**src/rtl/mem_stage_if.sv**
```systemverilog
// Handshake bundle between the EX/MEM latch, data memory and the MEM/WB latch.
interface mem_stage_if;
    logic         in_valid;
    logic [166:0] reg_ex_mem;
    logic         dmem_ready;
    logic [31:0]  drdata;
    logic         dmem_req;
    logic         dmem_we;
    logic [3:0]   dmem_be;
    logic [31:0]  daddr;
    logic [31:0]  dwdata;
    logic         stall;
    logic         mem_err;
    logic [166:0] reg_mem_wb;

    // Pipeline / memory side that drives the stage inputs
    modport master (
        output in_valid, reg_ex_mem, dmem_ready, drdata,
        input  dmem_req, dmem_we, dmem_be, daddr, dwdata, stall, mem_err, reg_mem_wb
    );

    // The memory stage itself
    modport slave (
        input  in_valid, reg_ex_mem, dmem_ready, drdata,
        output dmem_req, dmem_we, dmem_be, daddr, dwdata, stall, mem_err, reg_mem_wb
    );
endinterface

```
**src/rtl/mem_stage.sv**
```systemverilog
// Memory pipeline stage: issues loads/stores, waits on memory with a bounded
// timeout, flags misaligned accesses and fills the MEM/WB latch.
module mem_stage (
    input  logic          clk,
    input  logic          rst,
    mem_stage_if.slave    bus
);
    typedef enum logic [0:0] {IDLE = 1'b0, WAIT = 1'b1} state_t;

    typedef struct packed {
        logic       is_load;
        logic       is_store;
        logic [1:0] size;      // 0 byte, 1 halfword, 2 word
    } dec_t;

    // Opcode decode for the memory ops; everything else is non-memory.
    function automatic dec_t decode_op(input logic [5:0] op);
        dec_t d;
        case (op)
            6'b001010, 6'b001101: d = '{1'b1, 1'b0, 2'd0};
            6'b001011, 6'b001110: d = '{1'b1, 1'b0, 2'd1};
            6'b001100:            d = '{1'b1, 1'b0, 2'd2};
            6'b001111:            d = '{1'b0, 1'b1, 2'd0};
            6'b010000:            d = '{1'b0, 1'b1, 2'd1};
            6'b010001:            d = '{1'b0, 1'b1, 2'd2};
            default:              d = '{1'b0, 1'b0, 2'd0};
        endcase
        return d;
    endfunction

    function automatic logic is_aligned(input logic [1:0] size, input logic [1:0] a);
        case (size)
            2'd0:    return 1'b1;
            2'd1:    return (a[0] == 1'b0);
            default: return (a == 2'b00);
        endcase
    endfunction

    function automatic logic [3:0] store_be(input logic [1:0] size, input logic [1:0] a);
        case (size)
            2'd0:    return 4'b0001 << a;
            2'd1:    return a[1] ? 4'b1100 : 4'b0011;
            default: return 4'b1111;
        endcase
    endfunction

    function automatic logic [31:0] store_data(input logic [1:0] size, input logic [31:0] d);
        case (size)
            2'd0:    return {4{d[7:0]}};
            2'd1:    return {2{d[15:0]}};
            default: return d;
        endcase
    endfunction

    // MEM/WB layout: we, eff addr, opcode, alu_out (= eff addr), rdata, imm, pc
    function automatic logic [166:0] build_wb(input logic we, input logic [31:0] addr,
                                              input logic [5:0] op, input logic [31:0] rdata,
                                              input logic [31:0] imm, input logic [31:0] pc);
        return {we, addr, op, addr, rdata, imm, pc};
    endfunction

    state_t         state_r;
    logic [7:0]     wait_cnt_r;
    logic [134:0]   hold_r;      // {we, addr, op, sdata, imm, pc} of the pending request
    logic [166:0]   wb_r;
    logic           err_r;

    logic [134:0]   ex_pack_s;
    logic [134:0]   cur_s;
    dec_t           dec_s;
    logic           is_mem_s;
    logic           aligned_s;
    logic           issue_s;
    logic           timeout_s;
    logic           req_s;
    logic [166:0]   done_wb_s;
    logic [166:0]   nonmem_wb_s;
    logic [166:0]   misalign_wb_s;
    logic           unused_rsvd_s;

    assign ex_pack_s     = {bus.reg_ex_mem[166:96], bus.reg_ex_mem[63:0]};
    assign unused_rsvd_s = ^bus.reg_ex_mem[95:64];

    // Select live or held request, decode it and drive the memory port.
    always_comb begin
        cur_s     = (state_r == WAIT) ? hold_r : ex_pack_s;
        dec_s     = decode_op(cur_s[101:96]);
        is_mem_s  = dec_s.is_load | dec_s.is_store;
        aligned_s = is_aligned(dec_s.size, cur_s[103:102]);
        if (state_r == WAIT) begin
            issue_s = 1'b1;
        end else begin
            issue_s = bus.in_valid & is_mem_s & aligned_s;
        end
        timeout_s = (state_r == WAIT) && (wait_cnt_r == 8'hFF) && !bus.dmem_ready;
        req_s     = !rst && issue_s;

        bus.dmem_req = req_s;
        bus.stall    = req_s && !bus.dmem_ready && !timeout_s;
        if (req_s) begin
            bus.dmem_we = dec_s.is_store;
            bus.dmem_be = dec_s.is_store ? store_be(dec_s.size, cur_s[103:102]) : 4'b1111;
            bus.daddr   = {cur_s[133:104], 2'b00};
            bus.dwdata  = dec_s.is_store ? store_data(dec_s.size, cur_s[95:64]) : 32'h0;
        end else begin
            bus.dmem_we = 1'b0;
            bus.dmem_be = 4'b0000;
            bus.daddr   = 32'h0;
            bus.dwdata  = 32'h0;
        end

        done_wb_s     = build_wb(cur_s[134] & dec_s.is_load, cur_s[133:102], cur_s[101:96],
                                 dec_s.is_load ? bus.drdata : 32'h0, cur_s[63:32], cur_s[31:0]);
        nonmem_wb_s   = build_wb(cur_s[134], cur_s[133:102], cur_s[101:96], 32'h0,
                                 cur_s[63:32], cur_s[31:0]);
        misalign_wb_s = build_wb(1'b0, cur_s[133:102], cur_s[101:96], 32'h0,
                                 cur_s[63:32], cur_s[31:0]);
    end

    // Stage FSM: IDLE issues or passes through, WAIT holds the request until ready or timeout.
    always_ff @(posedge clk) begin
        if (rst) begin
            state_r    <= IDLE;
            wait_cnt_r <= 8'd0;
            hold_r     <= '0;
            wb_r       <= '0;
            err_r      <= 1'b0;
        end else begin
            err_r <= 1'b0;
            case (state_r)
                IDLE: begin
                    if (!bus.in_valid) begin
                        wb_r <= '0;
                    end else if (!is_mem_s) begin
                        wb_r <= nonmem_wb_s;
                    end else if (!aligned_s) begin
                        wb_r  <= misalign_wb_s;
                        err_r <= 1'b1;
                    end else if (bus.dmem_ready) begin
                        wb_r <= done_wb_s;
                    end else begin
                        hold_r     <= ex_pack_s;
                        wait_cnt_r <= 8'd0;
                        state_r    <= WAIT;
                    end
                end
                WAIT: begin
                    if (bus.dmem_ready) begin
                        wb_r    <= done_wb_s;
                        state_r <= IDLE;
                    end else if (wait_cnt_r == 8'hFF) begin
                        wb_r    <= '0;
                        err_r   <= 1'b1;
                        state_r <= IDLE;
                    end else begin
                        wait_cnt_r <= wait_cnt_r + 8'd1;
                    end
                end
                default: begin
                    state_r <= IDLE;
                end
            endcase
        end
    end

    assign bus.reg_mem_wb = wb_r;
    assign bus.mem_err    = err_r;
endmodule
```
**src/flat_wrapper.sv**
```systemverilog
// flat-port wrapper written by rule: the top's interface ports become plain ports
module mem_stage_flat 
  (clk, rst, bus_in_valid, bus_reg_ex_mem, bus_dmem_ready, bus_drdata, bus_dmem_req, bus_dmem_we, bus_dmem_be, bus_daddr, bus_dwdata, bus_stall, bus_mem_err, bus_reg_mem_wb);
  mem_stage_if bus_i ();
  input  logic clk;
  input  logic rst;
  input wire logic [$bits(bus_i.in_valid)-1:0] bus_in_valid;
  input wire logic [$bits(bus_i.reg_ex_mem)-1:0] bus_reg_ex_mem;
  input wire logic [$bits(bus_i.dmem_ready)-1:0] bus_dmem_ready;
  input wire logic [$bits(bus_i.drdata)-1:0] bus_drdata;
  output wire logic [$bits(bus_i.dmem_req)-1:0] bus_dmem_req;
  output wire logic [$bits(bus_i.dmem_we)-1:0] bus_dmem_we;
  output wire logic [$bits(bus_i.dmem_be)-1:0] bus_dmem_be;
  output wire logic [$bits(bus_i.daddr)-1:0] bus_daddr;
  output wire logic [$bits(bus_i.dwdata)-1:0] bus_dwdata;
  output wire logic [$bits(bus_i.stall)-1:0] bus_stall;
  output wire logic [$bits(bus_i.mem_err)-1:0] bus_mem_err;
  output wire logic [$bits(bus_i.reg_mem_wb)-1:0] bus_reg_mem_wb;
  assign bus_i.in_valid = bus_in_valid;
  assign bus_i.reg_ex_mem = bus_reg_ex_mem;
  assign bus_i.dmem_ready = bus_dmem_ready;
  assign bus_i.drdata = bus_drdata;
  assign bus_dmem_req = bus_i.dmem_req;
  assign bus_dmem_we = bus_i.dmem_we;
  assign bus_dmem_be = bus_i.dmem_be;
  assign bus_daddr = bus_i.daddr;
  assign bus_dwdata = bus_i.dwdata;
  assign bus_stall = bus_i.stall;
  assign bus_mem_err = bus_i.mem_err;
  assign bus_reg_mem_wb = bus_i.reg_mem_wb;
  mem_stage u_core (.clk(clk), .rst(rst), .bus(bus_i));
endmodule
```
**config.mk**
```make
export PLATFORM = sky130hd
export DESIGN_NAME = mem_stage_flat
export DESIGN_NICKNAME = d
export VERILOG_FILES = /design/src/rtl/mem_stage_if.sv /design/src/rtl/mem_stage.sv /design/src/flat_wrapper.sv
export SDC_FILE = /design/constraint.sdc
export NUM_CORES = 1
export LEC_CHECK = 0
export CORE_ASPECT_RATIO = 0.75
export CORE_MARGIN = 1
export CORE_UTILIZATION = 42
export DETAILED_ROUTE_END_ITERATION = 16
export MAX_ROUTING_LAYER = met4
export PLACE_DENSITY = 0.78
export SLEW_MARGIN = 20
export SYNTH_ARGS = -nofsm -noshare
export SYNTH_HDL_FRONTEND = slang
export SYNTH_SLANG_ARGS = --single-unit
```
**constraint.sdc**
```tcl
create_clock -name clk -period 3.75 [get_ports clk]
set_input_delay 0.9375 -clock clk [delete_from_list [all_inputs] [get_ports clk]]
set_output_delay 0.9375 -clock clk [all_outputs]
set_load 0.1 [all_outputs]
```
==> flow_summary.json, run 1 <==
{
  "status": "complete, but fails checks",
  "failed_checks": "setup timing",
  "hold_end": "u_core.bus.reg_mem_wb[128]",
  "synth_area_mm2": 0.0130,
  "worstSkewPairLatency_ns": 0.56,
  "io_pins": 442,
  "period_needed_ns": 4.21,
  "timing.critical_path.arrival_ns": 3.27,
  "globalplace.congestion": 0.878,
  "hold-worst-slack_ns": 0.461,
  "cts_tree": "built",
  "detailedPlacementHpwl_mm": 30.9,
  "yosys_most_used_dff": "sky130_fd_sc_hd__dfxtp_1",
  "drt_pre_antenna_iters": 5,
  "io_buffers": 407,
  "power.static_leakage_nw": 6.78,
  "p_per_area_mw_per_mm2": 370,
  "worstReg2RegEnd": "u_core.bus.reg_mem_wb[61]",
  "synthDistinctLibCells": 62,
  "setup_crit_start_kind": "input pin",
  "critical-path-top-delay-family": "simple AND/OR/NAND/NOR gates",
  "cts_max_level": 1,
  "critical_path.cell_chain": "buf_8 -> or3b_4 -> a211oi_2 -> o211a_1 -> a41oi_4 -> or3_4 -> buf_12 -> buf_12 -> a211oi_4 -> buf_12",
  "setup_total_negative_slack_ns": -21.93,
  "cpPeakStageDelay_ns": 0.44,
  "floorplan.die.height_um": 154,
  "fin_ws_ns": -0.458,
  "hold_buffers": 0,
  "antenna_violations_before_repair": 3,
  "register_area_mm2": 0.00561,
  "detailedPlace.worstSlack_ns": -1.07,
  "finalCritPeriodShare_pct": 112,
  "rr_startpoint": "u_core.state_r",
  "crit_top_cell": "sky130_fd_sc_hd__buf_12",
  "via_per_inst": 5.98,
  "critical_path.n_buffers_inverters": 4,
  "max_slew.worst_pin.slew_ns": 1.02,
  "routed_wire_length_per_instance_um": 21.1,
  "worst_ir_drop_vdd_mv": 0.327,
  "pin_count_of_the_biggest_net_entering_global_routing": 126,
  "num_rows": 55,
  "area_taken_by_multi_input_logic_gates_mm2": 0.00733,
  "endpoint_kind": "output pin",
  "sink_count_of_the_clock_tree": 280,
  "worst_hold_path.num_cells": 2,
  "grt_overflow_total": 0,
  "cts-root-buf": "sky130_fd_sc_hd__clkbuf_16",
  "finalNetCount": 2029,
  "first_iter_violations": 1095,
  "path_max_fanout": 8,
  "reg2reg_setup_slack_ns": 0.24,
  "worst_clock_skew_ns": 0.0193,
  "wl_mm": 47.4,
  "yosys_warning_total": 0,
  "final_core_area_utilization_pct": 67.3,
  "timing.critical_path.required_ns": 2.81,
  "grt_pass1_wl_mm": 73.3,
  "combined_global_route_utilization_of_all_metal_layers_pct": 29.6,
  "vias": 13400,
  "synth.ff_latch_count": 280,
  "die-area_mm2": 0.0316,
  "core_mm2": 0.0303,
  "drcViolationCount": 0,
  "synth.yosys.seq_area_share_pct": 43.2,
  "setup_viol": 69,
  "final_antenna_net_count": 0,
  "final_layout_size_suffix_gt1_share_pct": 19.4,
  "chipWidth_um": 205,
  "drv_slew": 0,
  "min_from": "u_core.bus.reg_mem_wb[128]",
  "cts-buffers-inserted": 29,
  "hp-class": "flip-flop to flip-flop",
  "synthArstFlopShare_pct": 0,
  "crit_path_slowest_cell": "sky130_fd_sc_hd__or3_4",
  "final_hold_viol_count": 0,
  "rr_worst_depth": 10,
  "max_cap_viol_count": 0,
  "floorplan.initialDensity_pct": 42.9,
  "relSlewSlack_pct": 31.5,
  "first_global_vias": 12800,
  "max_freq_mhz": 238,
  "nFillCells": 2296,
  "avgSynthCellArea_um2": 8.80,
  "areaGrowthSynthToFinish_pct": 56.9,
  "grt_setup_unrepaired": "yes",
  "path_clk_slew_ns": 0.06,
  "syn_inst": 1476,
  "path_class": "input pin to output pin",
  "synth-edff-count": 0,
  "clk_path_buf_depth": 3
}
## tightest hold or removal path: stages, from the launching register on
cell	delay [ns]
sky130_fd_sc_hd__dfxtp_1	0.31
sky130_fd_sc_hd__nand2_1	0.05
sky130_fd_sc_hd__mux2i_1	0.06
## state kept, by name, indices dropped and copies added (netlist names)
name / flops
u_core.state_r: 1
u_core.bus.reg_mem_wb: 135
u_core.hold_r: 135
u_core.bus.mem_err: 1
u_core.wait_cnt_r: 8
## layout by cell type, fill, tap and decap left out, types with 4 or more instances in the layout
cell                                n
sky130_fd_sc_hd__clkdlybuf4s50_1  313
sky130_fd_sc_hd__dfxtp_1          279
sky130_fd_sc_hd__nand3_1          140
sky130_fd_sc_hd__o21ai_0          136
sky130_fd_sc_hd__a21oi_1          136
sky130_fd_sc_hd__buf_12            94
sky130_fd_sc_hd__mux2i_1           83
sky130_fd_sc_hd__a22oi_1           80
sky130_fd_sc_hd__buf_4             80
sky130_fd_sc_hd__o2bb2ai_1         79
sky130_fd_sc_hd__nand2_1           60
sky130_fd_sc_hd__and2_1            34
sky130_fd_sc_hd__nor2_4            32
sky130_fd_sc_hd__clkbuf_16         32
sky130_fd_sc_hd__a22o_1            30
sky130_fd_sc_hd__a32o_1            26
sky130_fd_sc_hd__nor2_1            25
sky130_fd_sc_hd__a211oi_4          19
sky130_fd_sc_hd__mux2_2            12
sky130_fd_sc_hd__nor2b_4            9
sky130_fd_sc_hd__a2111oi_4          8
sky130_fd_sc_hd__a211oi_1           8
sky130_fd_sc_hd__buf_6              8
sky130_fd_sc_hd__clkbuf_8           7
sky130_fd_sc_hd__nor3_1             6
sky130_fd_sc_hd__xnor2_1            5
sky130_fd_sc_hd__clkbuf_1           5
sky130_fd_sc_hd__a21oi_4            4
sky130_fd_sc_hd__clkinv_2           4
sky130_fd_sc_hd__buf_8              4
## cell families (layout without fill, tap and decap cells)
family	after synthesis	in the layout	share of synthesized area [%]
flip-flops	280	280	43.2
buffers and inverters	199	564	7.35
adder cells (fa/ha/maj)	1	1	0.0964
XOR/XNOR	7	7	0.472
AND/OR/NAND/NOR	338	338	12.9
AO/OA/AOI/OAI	553	553	28.4
other	1	5	0.0289
multiplexers	97	97	7.60
## repair_timing
item                                   CTS  global route
pin swaps                               16            15
setup endpoints to repair              127           108
gates cloned                             2             3
buffers inserted                         7            12
gates resized for setup                 46            24
endpoints found under the hold margin    0             0
## power breakdown
part	switching, W	internal, W	total, W
Combinational	0.00109	0.000527	0.00162
Sequential	0.0000528	0.00305	0.00310
Clock	0.00120	0.00161	0.00281
## layout make-up
class | count | area share (%)
Clock buffer | 41 | 4.13
Tap cell | 399 | 2.45
Timing Repair Buffer | 511 | 29.4
Antenna cell | 3 | 0.0369
Multi-Input combinational cell | 998 | 36.0
Inverter | 5 | 0.111
Clock inverter | 7 | 0.319
Sequential cell | 280 | 27.5
## worst max path at each step
stage | end | from | slack (ns) | cells past startpoint
global route | bus_dwdata[11] | bus_reg_ex_mem[132] | -0.52 | 10
detailed placement | bus_dwdata[22] | bus_reg_ex_mem[131] | -1.07 | 10
global placement | bus_dwdata[27] | bus_reg_ex_mem[131] | -1.00 | 9
CTS | bus_dwdata[28] | bus_reg_ex_mem[132] | -0.50 | 10
floorplan | bus_dwdata[27] | bus_reg_ex_mem[132] | -0.88 | 8
finish | bus_dwdata[11] | bus_reg_ex_mem[132] | -0.46 | 10
## cells in the mapped netlist (all sizes together) (4+ instances only)
library cell / count / area share [%]
mux2: 13 / 1.1
nor2b: 12 / 0.58
clkbuf: 104 / 3.0
o2bb2ai: 79 / 5.3
buf: 90 / 4.2
nor2: 60 / 1.7
inv: 4 / 0.12
nand2: 60 / 1.7
a2111oi: 8 / 0.56
nand3: 140 / 5.4
nor3: 7 / 0.27
a21oi: 141 / 5.5
o21ai: 142 / 5.5
dfxtp: 280 / 43
xnor2: 5 / 0.34
mux2i: 84 / 6.5
and2: 35 / 1.7
a32o: 26 / 2.0
a22oi: 81 / 4.7
a22o: 30 / 2.0
a211oi: 28 / 1.7
## routing by layer
layer  GRT usage [%]  part of all wire (%)  routed length (um)
met2            46.6                    47               22500
met1            39.2                    42               20000
met4            6.91                   2.1                1010
met5               -                     0                   0
met3            5.82                   8.3                3920
## per-stage QoR
stage | instances | cell area, um2 | total power [W]
floorplan | 1477 | 13800 | 0.00418
global placement | 2171 | 19000 | 0.00472
detailed placement | 2171 | 19000 | 0.00474
CTS | 2228 | 20100 | 0.00754
global route | 2244 | 20400 | 0.00776
finish | 2244 | 20400 | 0.00753
No activity file was read; power rests on OpenSTA's default activity.
==> run 2: changes to the inputs <==
--- a/config.mk
+++ b/config.mk
@@ -5,12 +5,14 @@
 export SDC_FILE = /design/constraint.sdc
 export NUM_CORES = 1
 export LEC_CHECK = 0
-export CORE_ASPECT_RATIO = 0.75
+export CELL_PAD_IN_SITES_DETAIL_PLACEMENT = 1
+export CELL_PAD_IN_SITES_GLOBAL_PLACEMENT = 2
 export CORE_MARGIN = 1
-export CORE_UTILIZATION = 42
+export CORE_UTILIZATION = 24
 export DETAILED_ROUTE_END_ITERATION = 16
 export MAX_ROUTING_LAYER = met4
-export PLACE_DENSITY = 0.78
+export PLACE_DENSITY_LB_ADDON = 0.1
+export REMOVE_ABC_BUFFERS = 1
 export SLEW_MARGIN = 20
 export SYNTH_ARGS = -nofsm -noshare
 export SYNTH_HDL_FRONTEND = slang
==> run 2 against run 1 <==
Effect of this change:
- the flow still finishes with violations (setup timing)
- non-clock buffer count increased by 35
- first-iteration DRC count fell by 43%
- design area is 1.6% higher
- critical path depth is 1 higher
- fmax decreased by 2.0%
- cell count increased by 15%
- combinational power is essentially flat
- setup slack worse by 0.088 ns
- register-to-register slack lost 0.04 ns
- largest power group is now clock
- highest routed layer unchanged
==> flow_summary.json, run 2 (same netlist as run 1, synthesis figures left out) <==
{
  "status": "complete, but fails checks",
  "failed_checks": "setup timing",
  "power_frac_clock_pct": 41.8,
  "cts_max_level": 2,
  "path_class": "flip-flop to output pin",
  "drv_slew": 0,
  "rr_startpoint": "u_core.state_r",
  "layout.cells.most_common_list": "sky130_fd_sc_hd__clkdlybuf4s50_1, sky130_fd_sc_hd__dfxtp_1, sky130_fd_sc_hd__nand3_1",
  "finalCritPeriodShare_pct": 115,
  "setup_viol": 69,
  "io_buffers": 407,
  "detailedPlacementHpwl_mm": 36.5,
  "drt_pre_antenna_iters": 5,
  "cts-root-buf": "sky130_fd_sc_hd__clkbuf_16",
  "vias": 13200,
  "swShare_pct": 31.3,
  "final_cell_count_no_fill": 2584,
  "max_slew.worst_pin.slew_ns": 1.11,
  "max_freq_mhz": 233,
  "clk_path_buf_depth": 3,
  "floorplan.die.height_um": 235,
  "cts_tree": "built",
  "antenna_violations_before_repair": 7,
  "grt_pass1_wl_mm": 85.9,
  "grt_overflow_total": 0,
  "power_switching_w": 0.00254,
  "areaGrowthSynthToFinish_pct": 59.4,
  "path_max_fanout": 7,
  "chipWidth_um": 235,
  "final_layout_size_suffix_gt1_share_pct": 20.1,
  "post-route-cell-area_mm2": 0.0207,
  "worst_ir_drop_vdd_mv": 0.321,
  "final_hold_viol_count": 0,
  "worst_clock_skew_ns": 0.0212,
  "max_cap_viol_count": 0,
  "placed_instances": 2493,
  "pin_count_of_the_biggest_net_entering_global_routing": 106,
  "setup_crit_start_kind": "flip-flop",
  "combinationalPowerShare_pct": 19.9,
  "cts-buffers-inserted": 37,
  "hold_buffers": 0,
  "path_clk_slew_ns": 0.06,
  "timing.critical_path.arrival_ns": 3.36,
  "via_per_inst": 5.11,
  "routed_wire_length_per_instance_um": 22.6,
  "drcViolationCount": 0,
  "min_from": "u_core.bus.reg_mem_wb[0]",
  "sink_count_of_the_clock_tree": 280,
  "floorplan.initialDensity_pct": 24.5,
  "seq_power_share_pct": 38.3,
  "timing.critical_path.required_ns": 2.81,
  "period_needed_ns": 4.30,
  "wl_mm": 58.5,
  "layout.cells.most_common": "sky130_fd_sc_hd__clkdlybuf4s50_1",
  "final_antenna_net_count": 0,
  "globalplace.congestion": 0.809,
  "core_mm2": 0.0530,
  "hp-class": "flip-flop to flip-flop",
  "die-area_mm2": 0.0550,
  "io_pins": 442,
  "placedInstanceArea_mm2": 0.0188,
  "first_global_vias": 13700,
  "relSlewSlack_pct": 26.0,
  "grt_setup_unrepaired": "yes",
  "fin_ws_ns": -0.546,
  "detailedPlace.worstSlack_ns": -1.16,
  "endpoint_kind": "output pin",
  "combined_global_route_utilization_of_all_metal_layers_pct": 20.9,
  "p_per_area_mw_per_mm2": 392,
  "power.static_leakage_nw": 7.08,
  "first_iter_violations": 623,
  "timing.critical_path.from": "u_core.state_r",
  "finalNetCount": 2072,
  "num_rows": 84,
  "worstSkewPairLatency_ns": 0.55,
  "power.internal_w": 0.00557
}
[run 2: cell count changes in the layout (fill, tap and decap cells not counted), sizes merged]
cell	before	now
bufbuf	1	0
dlygate4sd2	3	2
buf	189	247
clkinvlp	3	0
diode	3	8
clkinv	5	3
clkdlybuf4s15	0	1
clkdlybuf4s50	313	293
inv	3	7
clkbuf	46	56
[run 2: final timing paths]
path | endpoint | slack (ns) | cells past startpoint
max | bus_dwdata[21] | -0.55 | 11
min | u_core.bus.reg_mem_wb[0] | 0.46 | 2
max reg2reg | u_core.bus.reg_mem_wb[23] | 0.20 | 12
min reg2reg | u_core.bus.reg_mem_wb[0] | 0.46 | 2
[run 2: area by class of cell]
cell class | count | area [um2]
Inverter | 5 | 18.8
Clock inverter | 6 | 62.6
Timing Repair Buffer | 546 | 6150
Tap cell | 688 | 861
Clock buffer | 53 | 1050
Sequential cell | 280 | 5610
Antenna cell | 8 | 20.0
Fill cell | 5932 | 32300
Multi-Input combinational cell | 998 | 6920
[run 2: power by group through the flow]
stage / logic [W] / clock network (W) / registers (W)
2_1_floorplan: 0.000375 / 0 / 0.00367
3_3_place_gp: 0.00157 / 0 / 0.00316
3_5_place_dp: 0.00157 / 0 / 0.00317
4_1_cts: 0.00161 / 0.00351 / 0.00310
5_1_grt: 0.00169 / 0.00362 / 0.00311
6_report: 0.00161 / 0.00339 / 0.00310
[run 2: critical path: stages, from the launching register on]
cell	delay, ns
sky130_fd_sc_hd__dfxtp_4	0.36
sky130_fd_sc_hd__buf_6	0.13
sky130_fd_sc_hd__or3b_4	0.42
sky130_fd_sc_hd__a211oi_2	0.23
sky130_fd_sc_hd__o211a_1	0.21
sky130_fd_sc_hd__a41oi_4	0.11
sky130_fd_sc_hd__or3_4	0.48
sky130_fd_sc_hd__buf_12	0.19
sky130_fd_sc_hd__buf_12	0.14
sky130_fd_sc_hd__a211oi_2	0.21
sky130_fd_sc_hd__buf_4	0.15
sky130_fd_sc_hd__buf_12	0.16
[run 2: repair_timing]
item	CTS	global route
gates resized for setup	106	23
setup endpoints to repair	121	69
pin swaps	10	6
setup buffers	6	13
gates cloned	2	4
[run 2: metrics by stage]
| stage | utilization (%) | total power (W) | setup TNS, ns | hold WS (ns) |
|---|---|---|---|---|
| after CTS | 38.5 | 0.00822 | -22.43 | 0.461 |
| after detailed placement | 35.5 | 0.00474 | -142.47 | 0.446 |
| after floorplan | - | 0.00405 | -2177.57 | 0.444 |
| after global placement | 35.5 | 0.00473 | -138.80 | 0.445 |
| after global routing | 39.1 | 0.00842 | -30.35 | 0.473 |
| final | 39.1 | 0.00810 | -23.25 | 0.459 |
[run 2: layer usage]
metal / wire, um / global-route usage (%) / vias up
li1: - / - / 6221
met1: 25500 / 25.9 / 6641
met5: 0 / - / -
met4: 1040 / 5.32 / 0
met2: 28400 / 33.8 / 297
met3: 3580 / 5.17 / 57
==> run 3: changes to the inputs <==
--- a/config.mk
+++ b/config.mk
@@ -10,6 +10,7 @@
 export CORE_MARGIN = 1
 export CORE_UTILIZATION = 24
 export DETAILED_ROUTE_END_ITERATION = 16
+export HOLD_SLACK_MARGIN = 0.05
 export MAX_ROUTING_LAYER = met4
 export PLACE_DENSITY_LB_ADDON = 0.1
 export REMOVE_ABC_BUFFERS = 1
==> results of run 3 <==
No change in the layout: final DEF, timing and power equal those of run 2.
